--- src/rtl/mem_port_arb_pkg.sv ---
// Shared constants for the memory port arbiter: size and state encodings,
// the IO address window tag and the size-to-byte-count decode.
package mem_port_arb_pkg;

    typedef enum logic [1:0] {
        ST_IDLE = 2'd0,
        ST_RD   = 2'd1,
        ST_WR   = 2'd2,
        ST_DONE = 2'd3
    } state_e;

    localparam logic [1:0] SZ_BYTE = 2'b00;
    localparam logic [1:0] SZ_HALF = 2'b01;
    localparam logic [1:0] SZ_WORD = 2'b10;

    // addr[17:16] value that routes a write to the IO sink
    localparam logic [1:0] IO_RANGE = 2'b11;

    function automatic logic [2:0] size_bytes(input logic [1:0] sz);
        case (sz)
            SZ_BYTE: return 3'd1;
            SZ_HALF: return 3'd2;
            SZ_WORD: return 3'd4;
            default: return 3'd4;
        endcase
    endfunction

endpackage

--- src/rtl/mem_port_arb_rr_arbiter.sv ---
// Round-robin picker: first eligible port after ptr (wrapping), one-hot out.
module rr_arbiter #(
    parameter int N     = 3,
    parameter int PTR_W = 2
) (
    input  logic [N-1:0]     eligible,
    input  logic [PTR_W-1:0] ptr,
    output logic [N-1:0]     grant
);

    always_comb begin
        int               idx;
        logic             found;
        logic [PTR_W-1:0] sel;
        grant = '0;
        found = 1'b0;
        idx   = 0;
        sel   = '0;
        for (int off = 1; off <= N; off++) begin
            idx = int'(ptr) + off;
            if (idx >= N) idx = idx - N;
            sel = PTR_W'(idx);
            if (!found && eligible[sel]) begin
                grant[sel] = 1'b1;
                found      = 1'b1;
            end
        end
    end

endmodule

--- src/rtl/mem_port_arb.sv ---
// Multi-port byte-serial memory arbiter: round-robin grant of one request at a
// time, then a byte sequencer that drives the 8-bit RAM port for 1/2/4 bytes.
module mem_port_arb
    import mem_port_arb_pkg::*;
#(
    parameter int                   NUM_PORTS  = 3,
    parameter int                   ADDR_W     = 32,
    parameter logic [NUM_PORTS-1:0] FLUSH_MASK = NUM_PORTS'(3'b011)
) (
    input  logic                          clk,
    input  logic                          rst_n,
    input  logic                          rdy,
    output logic [7:0]                    mem_din,
    input  logic [7:0]                    mem_dout,
    output logic [ADDR_W-1:0]             mem_a,
    output logic                          mem_wr,
    input  logic                          io_buffer_full,
    input  logic                          flush,
    input  logic [NUM_PORTS-1:0]          req_valid,
    input  logic [NUM_PORTS-1:0]          req_we,
    input  logic [2*NUM_PORTS-1:0]        req_size,
    input  logic [NUM_PORTS*ADDR_W-1:0]   req_addr,
    input  logic [NUM_PORTS*32-1:0]       req_wdata,
    output logic [NUM_PORTS-1:0]          req_ready,
    output logic [NUM_PORTS-1:0]          resp_valid,
    output logic [31:0]                   resp_data
);

    localparam int PTR_W = (NUM_PORTS > 1) ? $clog2(NUM_PORTS) : 1;
    localparam logic [PTR_W-1:0] PTR_RST = PTR_W'(NUM_PORTS - 1);

    logic [NUM_PORTS-1:0][ADDR_W-1:0] addr_v;
    logic [NUM_PORTS-1:0][1:0]        size_v;
    logic [NUM_PORTS-1:0][31:0]       wdata_v;

    assign addr_v  = req_addr;
    assign size_v  = req_size;
    assign wdata_v = req_wdata;

    state_e            state;
    logic [PTR_W-1:0]  ptr;
    logic [PTR_W-1:0]  cur;
    logic [ADDR_W-1:0] addr_q;
    logic [31:0]       wdata_q;
    logic [2:0]        nbytes;
    logic [2:0]        cnt;
    logic [31:0]       rd_buf;
    logic              mem_wr_q;

    logic [NUM_PORTS-1:0] eligible;
    logic [NUM_PORTS-1:0] grant;
    logic [PTR_W-1:0]     gidx;

    // IO-window writes wait out a full sink; abortable reads sit out a flush cycle
    for (genvar i = 0; i < NUM_PORTS; i++) begin : g_elig
        logic io_blk;
        logic fl_blk;
        assign io_blk      = req_we[i] && (addr_v[i][17:16] == IO_RANGE) && io_buffer_full;
        assign fl_blk      = flush && FLUSH_MASK[i] && !req_we[i];
        assign eligible[i] = req_valid[i] && !io_blk && !fl_blk;
    end

    rr_arbiter #(
        .N     (NUM_PORTS),
        .PTR_W (PTR_W)
    ) u_rr (
        .eligible (eligible),
        .ptr      (ptr),
        .grant    (grant)
    );

    always_comb begin
        gidx = '0;
        for (int i = 0; i < NUM_PORTS; i++) begin
            if (grant[i]) gidx = PTR_W'(i);
        end
    end

    logic [2:0]        cnt_nx;
    logic [ADDR_W-1:0] addr_nx;
    logic [7:0]        wbyte_nx;
    logic [1:0]        cap_idx;
    logic [31:0]       rd_merged;

    assign cnt_nx   = cnt + 3'd1;
    assign addr_nx  = addr_q + ADDR_W'(cnt_nx);
    assign wbyte_nx = wdata_q[8*cnt_nx[1:0] +: 8];
    // RAM data lags the address by one cycle, so cycle cnt returns byte cnt-1
    assign cap_idx  = cnt[1:0] - 2'd1;

    always_comb begin
        rd_merged                 = rd_buf;
        rd_merged[8*cap_idx +: 8] = mem_dout;
    end

    // A stalled cycle must not repeat the byte currently on the bus
    assign mem_wr = mem_wr_q & rdy;

    always_ff @(posedge clk or negedge rst_n) begin
        if (!rst_n) begin
            state      <= ST_IDLE;
            ptr        <= PTR_RST;
            cur        <= '0;
            addr_q     <= '0;
            wdata_q    <= '0;
            nbytes     <= '0;
            cnt        <= '0;
            rd_buf     <= '0;
            mem_a      <= '0;
            mem_din    <= '0;
            mem_wr_q   <= 1'b0;
            req_ready  <= '0;
            resp_valid <= '0;
            resp_data  <= '0;
        end else begin
            req_ready  <= '0;
            resp_valid <= '0;
            if (rdy) begin
                case (state)
                    ST_IDLE: begin
                        if (|grant) begin
                            ptr       <= gidx;
                            cur       <= gidx;
                            addr_q    <= addr_v[gidx];
                            wdata_q   <= wdata_v[gidx];
                            nbytes    <= size_bytes(size_v[gidx]);
                            cnt       <= '0;
                            rd_buf    <= '0;
                            mem_a     <= addr_v[gidx];
                            mem_din   <= wdata_v[gidx][7:0];
                            mem_wr_q  <= req_we[gidx];
                            req_ready <= grant;
                            state     <= req_we[gidx] ? ST_WR : ST_RD;
                        end
                    end
                    ST_RD: begin
                        if (flush && FLUSH_MASK[cur]) begin
                            state <= ST_IDLE;
                        end else begin
                            cnt <= cnt_nx;
                            if (cnt_nx < nbytes) mem_a <= addr_nx;
                            if (cnt != 3'd0) rd_buf <= rd_merged;
                            if (cnt == nbytes) begin
                                resp_data       <= rd_merged;
                                resp_valid[cur] <= 1'b1;
                                state           <= ST_DONE;
                            end
                        end
                    end
                    ST_WR: begin
                        if (cnt_nx < nbytes) begin
                            cnt     <= cnt_nx;
                            mem_a   <= addr_nx;
                            mem_din <= wbyte_nx;
                        end else begin
                            mem_wr_q        <= 1'b0;
                            resp_valid[cur] <= 1'b1;
                            state           <= ST_DONE;
                        end
                    end
                    ST_DONE: state <= ST_IDLE;
                    default: state <= ST_IDLE;
                endcase
            end
        end
    end

endmodule
--- config.mk ---
export PLATFORM = sky130hd
export DESIGN_NAME = mem_port_arb
export DESIGN_NICKNAME = d
export VERILOG_FILES = /design/src/rtl/mem_port_arb_pkg.sv /design/src/rtl/mem_port_arb_rr_arbiter.sv /design/src/rtl/mem_port_arb.sv
export SDC_FILE = /design/constraint.sdc
export NUM_CORES = 1
export LEC_CHECK = 0
export BUFFER_PORTS_ARGS = -buffer_cell sky130_fd_sc_hd__buf_2
export CAP_MARGIN = 10
export CORE_ASPECT_RATIO = 0.8
export CORE_MARGIN = 2
export CORE_UTILIZATION = 58
export DETAILED_ROUTE_END_ITERATION = 7
export GPL_TIMING_DRIVEN = 0
export PLACE_DENSITY = 0.88
export SYNTH_ARGS = -nofsm -noshare
export SYNTH_HDL_FRONTEND = slang
export SYNTH_SLANG_ARGS = --single-unit
--- constraint.sdc ---
create_clock -name clk -period 10.2 [get_ports clk]
set_clock_uncertainty 0.2 [all_clocks]
set_input_delay 2.04 -clock clk [delete_from_list [all_inputs] [get_ports clk]]
set_output_delay 2.04 -clock clk [all_outputs]
set_load 0.01 [all_outputs]
==> out/metrics.cfg, run 1 <==
[critical_path]
r2r-end = mem_a[31]
worstSetupStartpoint = rdy
cp_max_fo = 7
cp-start-kind = input port
path_cells = clkbuf_1 -> inv_1 -> nor2_1 -> buf_2
path_class = in2out
reg2reg_setup_slack_ns = 5.82
r2r_cells = 11
critPathSlowestCell = clkbuf_1
crit-reg2reg-launch = cnt[0]
endpoint_kind = output port
cp.depth = 4
max_stage_delay_ns = 0.28
endpoint = mem_wr
crit_arrival_ns = 2.82
required_ns = 7.96
path_delay_family = buffers and inverters
cp.buffers_inverters = 3

[routing]
dr.pass1.iters = 8
drc = 0
antenna_left = 0
finalWirelength_um = 36000
drtIter0Drc = 1685
routed_via_density = 6.35
wire_per_inst_um = 20.9
vias = 11000

[worst_hold_path]
worstHoldStart = wdata_q[1]
hold_path.class = reg2reg

[place]
place_hpwl_um = 27100
dp_slack_ns = 5.00
io_buffers = 294
placed_area_sq_mm = 0.0128
gp_congestion = 0.984
dpl.cell_count = 1687

[yosys]
yosys_warnings = 0
synth_fp_nets = 1379
yosysTopAreaCell = dfrtp_1
syn_avg_cell_area_sq_um = 9.60
synth-compound-area-share = 0.225
synthTopCellsByCount = dfrtp_1, nand2_1, nor2_1, mux2i_1, o21ai_0
syn_area_sq_mm = 0.0109
ys_top_cells_by_area = dfrtp_1, mux2i_1, a21o_1
synth_top_cell_area_share = 0.423
postSynthCellCount = 1139
synth_top_family_by_area = compound AO/OA/AOI/OAI gates
synth.most_common_cell = dfrtp_1
synthArstFlopShare = 1.00
synth-adder-area-share = 0.0270
synth-simple-area-share = 0.148
synthFlopType = dfrtp_1
synth_xor_area_frac = 0.0264
yosysSeqAreaShare = 0.426
muxShareOfSynthArea = 0.106
synth-seq-cells = 186
synth_edf_count = 0
yosysUniqueCellTypes = 60

[pwr]
p_per_area_mw_per_mm2 = 333
vdd_drop_max_mv = 0.174
total_power_mw = 4.46
cellLeakagePower_nw = 6.71

[clocking]
root_buffer = clkbuf_16
clkSlewWorstSetupHoldPaths_ns = 0.07
htree_levels = 4
post_cts_buffers = 0
cts_tree = done
ctsResizeCount = 0
ctsHoldBuffers = 0
clock_path_buffers = 2
cts_made_buffers = 17
clkSinkCount = 186
clk_latency_ns = 0.45

[floorplanning]
core-area_sq_mm = 0.0183
initial_core_util = 0.597
dieHeight_um = 127
rows = 44
dieArea_sq_mm = 0.0200
ioPinCount = 296
die_w_um = 158

[timing]
fin_ws_ns = 5.14
relSlewSlack = 0.409
period_needed_ns = 5.06
slew_violations = 0
setup_tns_ns = 0
tightest_slew_ns = 0.887
max_freq_ghz = 0.198
fin_crit_sh = 0.496
finalHoldViolCount = 0
setup_viol_count_final = 0
rsz0062_at_grt = false

[run]
cap_violations = 0

[layout]
drive_above_1_share = 0.278
syn2layout_area_growth_pct = 22.3
final_nets = 1693
instances_no_fill = 1725
fin_area_sq_mm = 0.0134

[global_route]
grt_pass1_vias = 10700
grt_overflow = 0
grt_pass1_wl_um = 55600
grtUsageTotal = 0.364
antenna_found_initial = 6
grt_max_degree = 96

[outcome]
outcome = finished clean

==> routing by layer <==
metal	part of all wire	track usage
met1	0.39	0.493
met2	0.45	0.559
met3	0.12	0.0830
met4	0.043	0.171
met5	0.00036	0
==> worst min path at each step <==
| stage | end | slack [ns] | cells past startpoint |
|---|---|---|---|
| after detailed placement | wdata_q[1] | 0.26 | 1 |
| after global placement | wdata_q[0] | 0.25 | 1 |
| after floorplan | resp_valid[0] | 0.23 | 1 |
| final | wdata_q[1] | 0.28 | 1 |
| after CTS | resp_valid[1] | 0.28 | 1 |
| after global routing | wdata_q[11] | 0.29 | 1 |
==> logic make-up (layout without fill, tap and decap cells) <==
kind of cell,count (synthesis),in the layout
xor+xnor,33,33
other cells,0,6
compound gates,344,344
buf+inv,105,432
mux,103,103
fa+ha+maj,23,23
simple gates,345,345
flops,186,186
==> power breakdown <==
| part | switching [mW] | internal, mW |
|---|---|---|
| Combinational | 1.55 | 0.974 |
| Sequential | 0.214 | 1.03 |
| Clock | 0.337 | 0.352 |
| Total | 2.10 | 2.35 |
==> area by class of cell <==
| class | instances | area (sq um) |
|---|---|---|
| antenna | 6 | 15.0 |
| buffer | 84 | 374 |
| fill | 1402 | 4950 |
| tap | 253 | 317 |
| timing repair buffer | 295 | 1510 |
| sequential | 186 | 4660 |
| clock buffer | 17 | 425 |
| clock inverter | 15 | 178 |
| inverter | 21 | 78.8 |
| multi-input combinational | 848 | 5830 |
==> stage by stage <==
step,util,hold WS [ns]
4_1_cts,0.729,0.278
2_1_floorplan,-,0.229
3_5_place_dp,0.696,0.263
6_report,0.730,0.279
5_1_grt,0.730,0.294
3_3_place_gp,0.694,0.254
==> registers in the layout, indices dropped and copies added, names as in the netlist <==
name	count
state	2
mem_wr_q	1
rd_buf	32
resp_data	32
mem_a	32
req_ready	3
addr_q	32
cnt	3
wdata_q	32
nbytes	3
ptr	2
resp_valid	3
mem_din	8
cur	1
==> cell usage in the layout, fill, tap and decap left out, types with 19 or more instances in the layout <==
master,n
dfrtp_1,185
mux2i_1,68
buf_2,313
ha_1,22
a31oi_1,20
xnor2_1,19
nor2_1,102
mux2_2,27
o21ai_0,66
nor3_1,37
nor2b_1,36
a221o_1,32
clkbuf_1,50
inv_1,21
nand2_1,102
a211oi_1,47
a21o_1,52
a21oi_1,63
Note: power is estimated with default switching activity, not from simulation.
==> inputs of run 2 (changes only) <==
--- a/config.mk
+++ b/config.mk
@@ -9,10 +9,10 @@
 export CAP_MARGIN = 10
 export CORE_ASPECT_RATIO = 0.8
 export CORE_MARGIN = 2
-export CORE_UTILIZATION = 58
+export CORE_UTILIZATION = 48
 export DETAILED_ROUTE_END_ITERATION = 7
 export GPL_TIMING_DRIVEN = 0
-export PLACE_DENSITY = 0.88
+export PLACE_DENSITY = 0.78
 export SYNTH_ARGS = -nofsm -noshare
 export SYNTH_HDL_FRONTEND = slang
 export SYNTH_SLANG_ARGS = --single-unit
==> constraint.sdc (replaced) <==
create_clock -name clk -period 4.35 [get_ports clk]
set_clock_uncertainty 0.2 [all_clocks]
set_input_delay 0.87 -clock clk [delete_from_list [all_inputs] [get_ports clk]]
set_output_delay 0.87 -clock clk [all_outputs]
set_load 0.01 [all_outputs]
==> out/metrics.cfg, run 2 (synthesized netlist as in run 1, its figures left out) <==
[place]
gp_congestion = 0.988  ; +0.39%
place_hpwl_um = 28200  ; +3.9%
io_buffers = 294  ; unchanged
placed_area_sq_mm = 0.0128  ; +0.52%

[floorplanning]
dieHeight_um = 139  ; +9.6%
rows = 49  ; +11%
core-area_sq_mm = 0.0224  ; +22%
ioPinCount = 296  ; unchanged
die_w_um = 173  ; +9.7%
initial_core_util = 0.488  ; -0.109
dieArea_sq_mm = 0.0240  ; +20%

[layout]
fin_area_sq_mm = 0.0135  ; +0.51%
layout.cells.most_common = buf_2
syn2layout_area_growth_pct = 23.0
drive_above_1_share = 0.280  ; +0.00205
final_cell_mix = buf_2, dfrtp_1, nand2_1
final_nets = 1693  ; unchanged

[clocking]
cts_tree = done
htree_levels = 4  ; unchanged
cts_made_buffers = 17  ; unchanged
root_buffer = clkbuf_16
clock_path_buffers = 2  ; unchanged
clkSinkCount = 186  ; unchanged
ctsHoldBuffers = 0  ; unchanged
clkSlewWorstSetupHoldPaths_ns = 0.08  ; about the same
clk_latency_ns = 0.44  ; about the same

[pwr]
p_per_area_mw_per_mm2 = 775  ; +130%
combPwrFrac = 0.570  ; +0.003
power_frac_seq = 0.278  ; about the same
switching_share = 0.475  ; +0.00352
p_clk_frac = 0.152  ; -0.003
internal-power_mw = 5.47  ; +130%
p_sw_mw = 4.95  ; +140%
cellLeakagePower_nw = 6.72  ; about the same
vdd_drop_max_mv = 0.332  ; +91%

[routing]
dr.pass1.iters = 8  ; unchanged
wire_per_inst_um = 20.7  ; -0.99%
routed_via_density = 5.97  ; -6.0%
drtIter0Drc = 1174  ; -30%
finalWirelength_um = 36700  ; +2.0%
antenna_left = 0  ; unchanged
vias = 10600  ; -3.2%
drc = 0  ; unchanged

[timing]
fin_crit_sh = 0.953
setup_viol_count_final = 0  ; unchanged
period_needed_ns = 4.15
setup_tns_ns = 0  ; unchanged
relSlewSlack = 0.440  ; +0.0310
finalHoldViolCount = 0  ; unchanged
slew_violations = 0  ; unchanged
max_freq_ghz = 0.241
tightest_slew_ns = 0.841  ; -0.0465 ns
rsz0062_at_grt = false

[critical_path]
required_ns = 4.53  ; -3.43 ns
max_stage_delay_ns = 0.70  ; +0.42 ns
endpoint_kind = flip-flop
cp_max_fo = 10  ; +3
cp-start-kind = flip-flop
r2r_cells = 11  ; unchanged
path_class = reg2reg
cp_common_cell = clkbuf_1
path_cells = inv_1 -> ha_1 -> clkbuf_1 -> a31oi_1 -> o221ai_1 -> o31a_1 -> clkbuf_1 -> clkbuf_1 -> nor2_1 -> a211oi_1 -> a21o_1
critPathSlowestCell = clkbuf_1
crit_arrival_ns = 4.32  ; +1.50 ns

[global_route]
grt_pass1_wl_um = 56200  ; +1.2%
grt_pass1_vias = 10400  ; -2.6%
grt_overflow = 0  ; unchanged
grtUsageTotal = 0.301  ; -0.0630
antenna_found_initial = 7  ; +1
grt_max_degree = 98  ; +2.1%

[run]
cap_violations = 0  ; unchanged

[outcome]
outcome = finished clean

[worst_hold_path]
hold_path.class = in2async

==> run 2: cell types whose count changed in the layout (fill, tap and decap cells not counted), sizes merged <==
cell      delta
clkinv       +4
clkinvlp     -2
bufinv       -1
diode        -1
inv          -1
==> run 2: through the flow <==
stage	power (mW)	setup slack (ns)	util	std cells	hold WS [ns]
final	10.4	0.203	0.599	1777	0.180
after global placement	8.55	-0.879	0.570	1739	0.255
after floorplan	6.82	0.987	-	1139	0.229
after CTS	10.3	0.0650	0.598	1772	0.241
after detailed placement	8.71	0.0716	0.572	1740	0.258
after global routing	11.0	0.100	0.599	1776	0.254
==> run 2: timing repair <==
item	CTS	global route
gates resized for setup	0	3
setup endpoints to repair	0	4
buffers inserted	0	0
==> run 2: final timing paths <==
path                       startpoint       endpoint  slack [ns]
min in group clk               cur[1]  resp_valid[1]        0.27
min reg2reg                    cur[1]  resp_valid[1]        0.27
max in group asynchronous       rst_n  resp_data[29]        2.84
max                            ptr[1]     wdata_q[6]        0.20
min                             rst_n       mem_a[4]        0.18
max reg2reg                    ptr[1]     wdata_q[6]        0.20
==> run 2: power by group through the flow <==
stage	combinational [mW]	sequential (mW)	clock (mW)
3_5_place_dp	5.80	2.91	0
2_1_floorplan	3.92	2.90	0
5_1_grt	6.41	2.97	1.66
3_3_place_gp	5.66	2.89	0
6_report	5.94	2.90	1.58
4_1_cts	5.84	2.88	1.59
==> run 2: critical path: cells and delay by family (launching register included) <==
| family | cells | cell delay [ns] |
|---|---|---|
| adders and majority gates | 1 | 0.33 |
| DFF | 1 | 0.55 |
| and+or+nand+nor | 1 | 0.09 |
| AOI/OAI and AO/OA | 5 | 1.28 |
| buffers and inverters | 4 | 1.62 |
==> run 2: metal layers <==
| metal | share of wire | wire [um] | vias up | global-route usage |
|---|---|---|---|---|
| met2 | 0.45 | 16500 | 586 | 0.472 |
| li1 | - | - | 4826 | - |
| met3 | 0.090 | 3290 | 82 | 0.0718 |
| met1 | 0.43 | 15700 | 5108 | 0.404 |
| met5 | 0.00057 | 21 | - | 0 |
| met4 | 0.032 | 1190 | 4 | 0.123 |
==> run 2: layout make-up <==
| type | count | area (sq um) |
|---|---|---|
| Clock buffer | 17 | 425 |
| Antenna cell | 5 | 12.5 |
| Sequential cell | 186 | 4660 |
| Tap cell | 306 | 383 |
| Timing Repair Buffer | 295 | 1510 |
| Clock inverter | 15 | 173 |
| Multi-Input combinational cell | 848 | 5840 |
| Inverter | 21 | 78.8 |
| Buffer | 84 | 374 |
| Fill cell | 2000 | 8990 |
==> inputs of run 3 (changes only) <==
--- a/config.mk
+++ b/config.mk
@@ -10,9 +10,12 @@
 export CORE_ASPECT_RATIO = 0.8
 export CORE_MARGIN = 2
 export CORE_UTILIZATION = 48
+export CTS_CLUSTER_SIZE = 24
 export DETAILED_ROUTE_END_ITERATION = 7
 export GPL_TIMING_DRIVEN = 0
-export PLACE_DENSITY = 0.78
+export PLACE_DENSITY = 0.79
+export SKIP_LAST_GASP = 1
 export SYNTH_ARGS = -nofsm -noshare
 export SYNTH_HDL_FRONTEND = slang
+export SYNTH_HIERARCHICAL = 1
 export SYNTH_SLANG_ARGS = --single-unit
==> out/metrics.cfg, run 3 <==
[yosys]
muxShareOfSynthArea = 0.102  ; -0.00483
synthArstFlopShare = 1.00  ; unchanged
synthTopCellsByCount = dfrtp_1, nand2_1, a21oi_1, nor2_1, o21ai_0
postSynthCellCount = 1131  ; -0.70%
yosysSeqAreaShare = 0.449  ; +0.0231
synth_top_cell_area_share = 0.446  ; +0.0230
syn_avg_cell_area_sq_um = 9.17  ; -4.5%
synthFlopType = dfrtp_1
synth_edf_count = 0  ; unchanged
synth_top_family_by_area = compound AO/OA/AOI/OAI gates
synth-seq-cells = 186  ; unchanged
yosys_warnings = 6  ; +6
yosysTopAreaCell = dfrtp_1
synth-simple-area-share = 0.160  ; +0.0112
synth_fp_nets = 1371  ; -0.58%
synth_xor_area_frac = 0.0219  ; -0.00447
synth.most_common_cell = dfrtp_1
syn_area_sq_mm = 0.0104  ; -5.1%
synth-compound-area-share = 0.202  ; -0.0230
yosysUniqueCellTypes = 61  ; +1.7%
synth-adder-area-share = 0.0285  ; +0.00146
ys_top_cells_by_area = dfrtp_1, mux2i_1, a21oi_1

[pwr]
combPwrFrac = 0.520  ; -0.050
vdd_drop_max_mv = 0.385  ; +16%
total_power_mw = 9.44  ; -9.5%
power_frac_seq = 0.308  ; +0.030
p_clk_frac = 0.172  ; +0.020
p_per_area_mw_per_mm2 = 733  ; -5.4%
cellLeakagePower_nw = 6.10  ; -9.1%
p_sw_mw = 4.33  ; -13%
switching_share = 0.459  ; -0.0161
internal-power_mw = 5.10  ; -6.7%

[global_route]
antenna_found_initial = 1  ; -6
grt_pass1_vias = 9774  ; -6.2%
grt_pass1_wl_um = 53800  ; -4.3%
grtUsageTotal = 0.310  ; +0.00847
grt_max_degree = 117  ; +19%
grt_overflow = 0  ; unchanged

[timing]
max_freq_ghz = 0.238  ; -1.1%
setup_viol_count_final = 0  ; unchanged
setup_tns_ns = 0  ; unchanged
period_needed_ns = 4.19  ; +0.0472 ns
slew_violations = 0  ; unchanged
fin_crit_sh = 0.964  ; +0.0108
tightest_slew_ns = 1.02  ; +0.177 ns
rsz0062_at_grt = true
relSlewSlack = 0.316  ; -0.123
finalHoldViolCount = 0  ; unchanged

[run]
cap_violations = 0  ; unchanged

[critical_path]
cp-start-kind = input port
crit_arrival_ns = 4.29  ; -0.03 ns
path_class = in2reg
endpoint_kind = flip-flop
required_ns = 4.45  ; -0.08 ns
reg2reg_setup_slack_ns = 0.23  ; +0.03 ns
cp_max_fo = 10  ; unchanged

[clocking]
cts_made_buffers = 17  ; unchanged
root_buffer = clkbuf_16
htree_levels = 4  ; unchanged
clkSlewWorstSetupHoldPaths_ns = 0.07  ; about the same
cts_tree = done
clock_path_buffers = 2  ; unchanged
clk_latency_ns = 0.44  ; about the same
clkSinkCount = 186  ; unchanged

[layout]
syn2layout_area_growth_pct = 24.1
drive_above_1_share = 0.262  ; -0.0180
final_nets = 1679  ; -0.83%
final_cell_mix = buf_2, dfrtp_1, nand2_1
layout.cells.most_common = buf_2
fin_util = 0.602  ; +0.00270

[floorplanning]
dieHeight_um = 136  ; -2.5%
die_w_um = 168  ; -2.5%
core-area_sq_mm = 0.0214  ; -4.7%
ioPinCount = 296  ; unchanged
rows = 48  ; -2.0%
initial_core_util = 0.485  ; -0.00220
dieArea_sq_mm = 0.0228  ; -5.0%

[place]
io_buffers = 287  ; -2.4%
gp_congestion = 0.922  ; -6.7%
place_hpwl_um = 26100  ; -7.4%

[routing]
antenna_left = 0  ; unchanged
routed_via_density = 5.85  ; -2.0%
finalWirelength_um = 35100  ; -4.5%
wire_per_inst_um = 20.3  ; -1.8%
vias = 10100  ; -4.7%
dr.pass1.iters = 7  ; -1
drc = 0  ; unchanged
drtIter0Drc = 894  ; -24%

[worst_hold_path]
hold_path.class = in2async

[outcome]
outcome = finished clean

==> run 3: layout make-up <==
cell class	instances	area [sq um]
diodes	1	2.50
plain buffers	77	333
clock buffers	17	425
clock inverters	15	183
fillers	1878	8510
inverters	24	91.3
multi-input cells	844	5360
flip-flops and latches	186	4660
well taps	275	344
repair buffers	289	1480
==> run 3: stage by stage <==
step | hold slack, ns | instance area, sq um | setup slack (ns) | cells
after global routing | 0.206 | 12900 | -0.0199 | 1727
final | 0.161 | 12900 | 0.155 | 1728
after detailed placement | 0.265 | 12200 | -1.03 | 1694
after CTS | 0.204 | 12800 | 0.0689 | 1726
after global placement | 0.256 | 12200 | -0.951 | 1693
after floorplan | 0.245 | 10400 | 0.173 | 1131
==> run 3: worst paths after layout <==
check	start	endpoint	cells after the start
min in group clk	wdata_q[26]	wdata_q[26]	2
setup reg to reg	ptr[0]	addr_q[26]	13
max in group asynchronous	rst_n	rd_buf[17]	2
setup / recovery	flush	mem_a[23]	15
hold reg to reg	wdata_q[26]	wdata_q[26]	2
hold / removal	rst_n	resp_data[4]	1
==> run 3: repair_timing <==
action,CTS,global route
setup endpoints to repair,98,62
buffers inserted,0,1
pin swaps,0,1
hold buffers,0,0
gates resized for setup,17,11
==> run 3: cells by family after synthesis <==
| group | count (synthesis) |
|---|---|
| and+or+nand+nor | 357 |
| AOI/OAI and AO/OA | 345 |
| DFF | 186 |
| buffers and inverters | 101 |
| muxes | 93 |
| xor gates and xnor gates | 26 |
| adders and majority gates | 23 |
==> run 3: critical path, cell delays in order <==
cell and delay, ns:
buf_2 0.11, inv_1 0.10, o21ai_0 0.11, a41oi_2 0.35, mux2_4 0.35, nor4b_4 0.26, nor2_2 0.08, o31ai_1 0.22
buf_4 0.21, nor4b_1 0.07, a2111o_2 0.48, a21o_1 0.34, clkbuf_1 0.35, a22oi_1 0.26, o21ai_0 0.11
==> run 3: power by group through the flow <==
stage	Clock (mW)	Combinational (mW)	Sequential, mW
floorplan	0	2.98	2.96
global placement	0	4.66	2.89
detailed placement	0	4.78	2.91
CTS	1.63	4.84	2.89
global route	1.70	5.38	2.98
finish	1.62	4.91	2.91
==> run 3: layer usage <==
metal / vias up / routed length, um / GRT usage
met4: 0 / 1090 / 0.120
met3: 75 / 3120 / 0.0850
li1: 4634 / - / -
met1: 4863 / 15000 / 0.420
met2: 536 / 15800 / 0.477
met5: - / 0 / 0
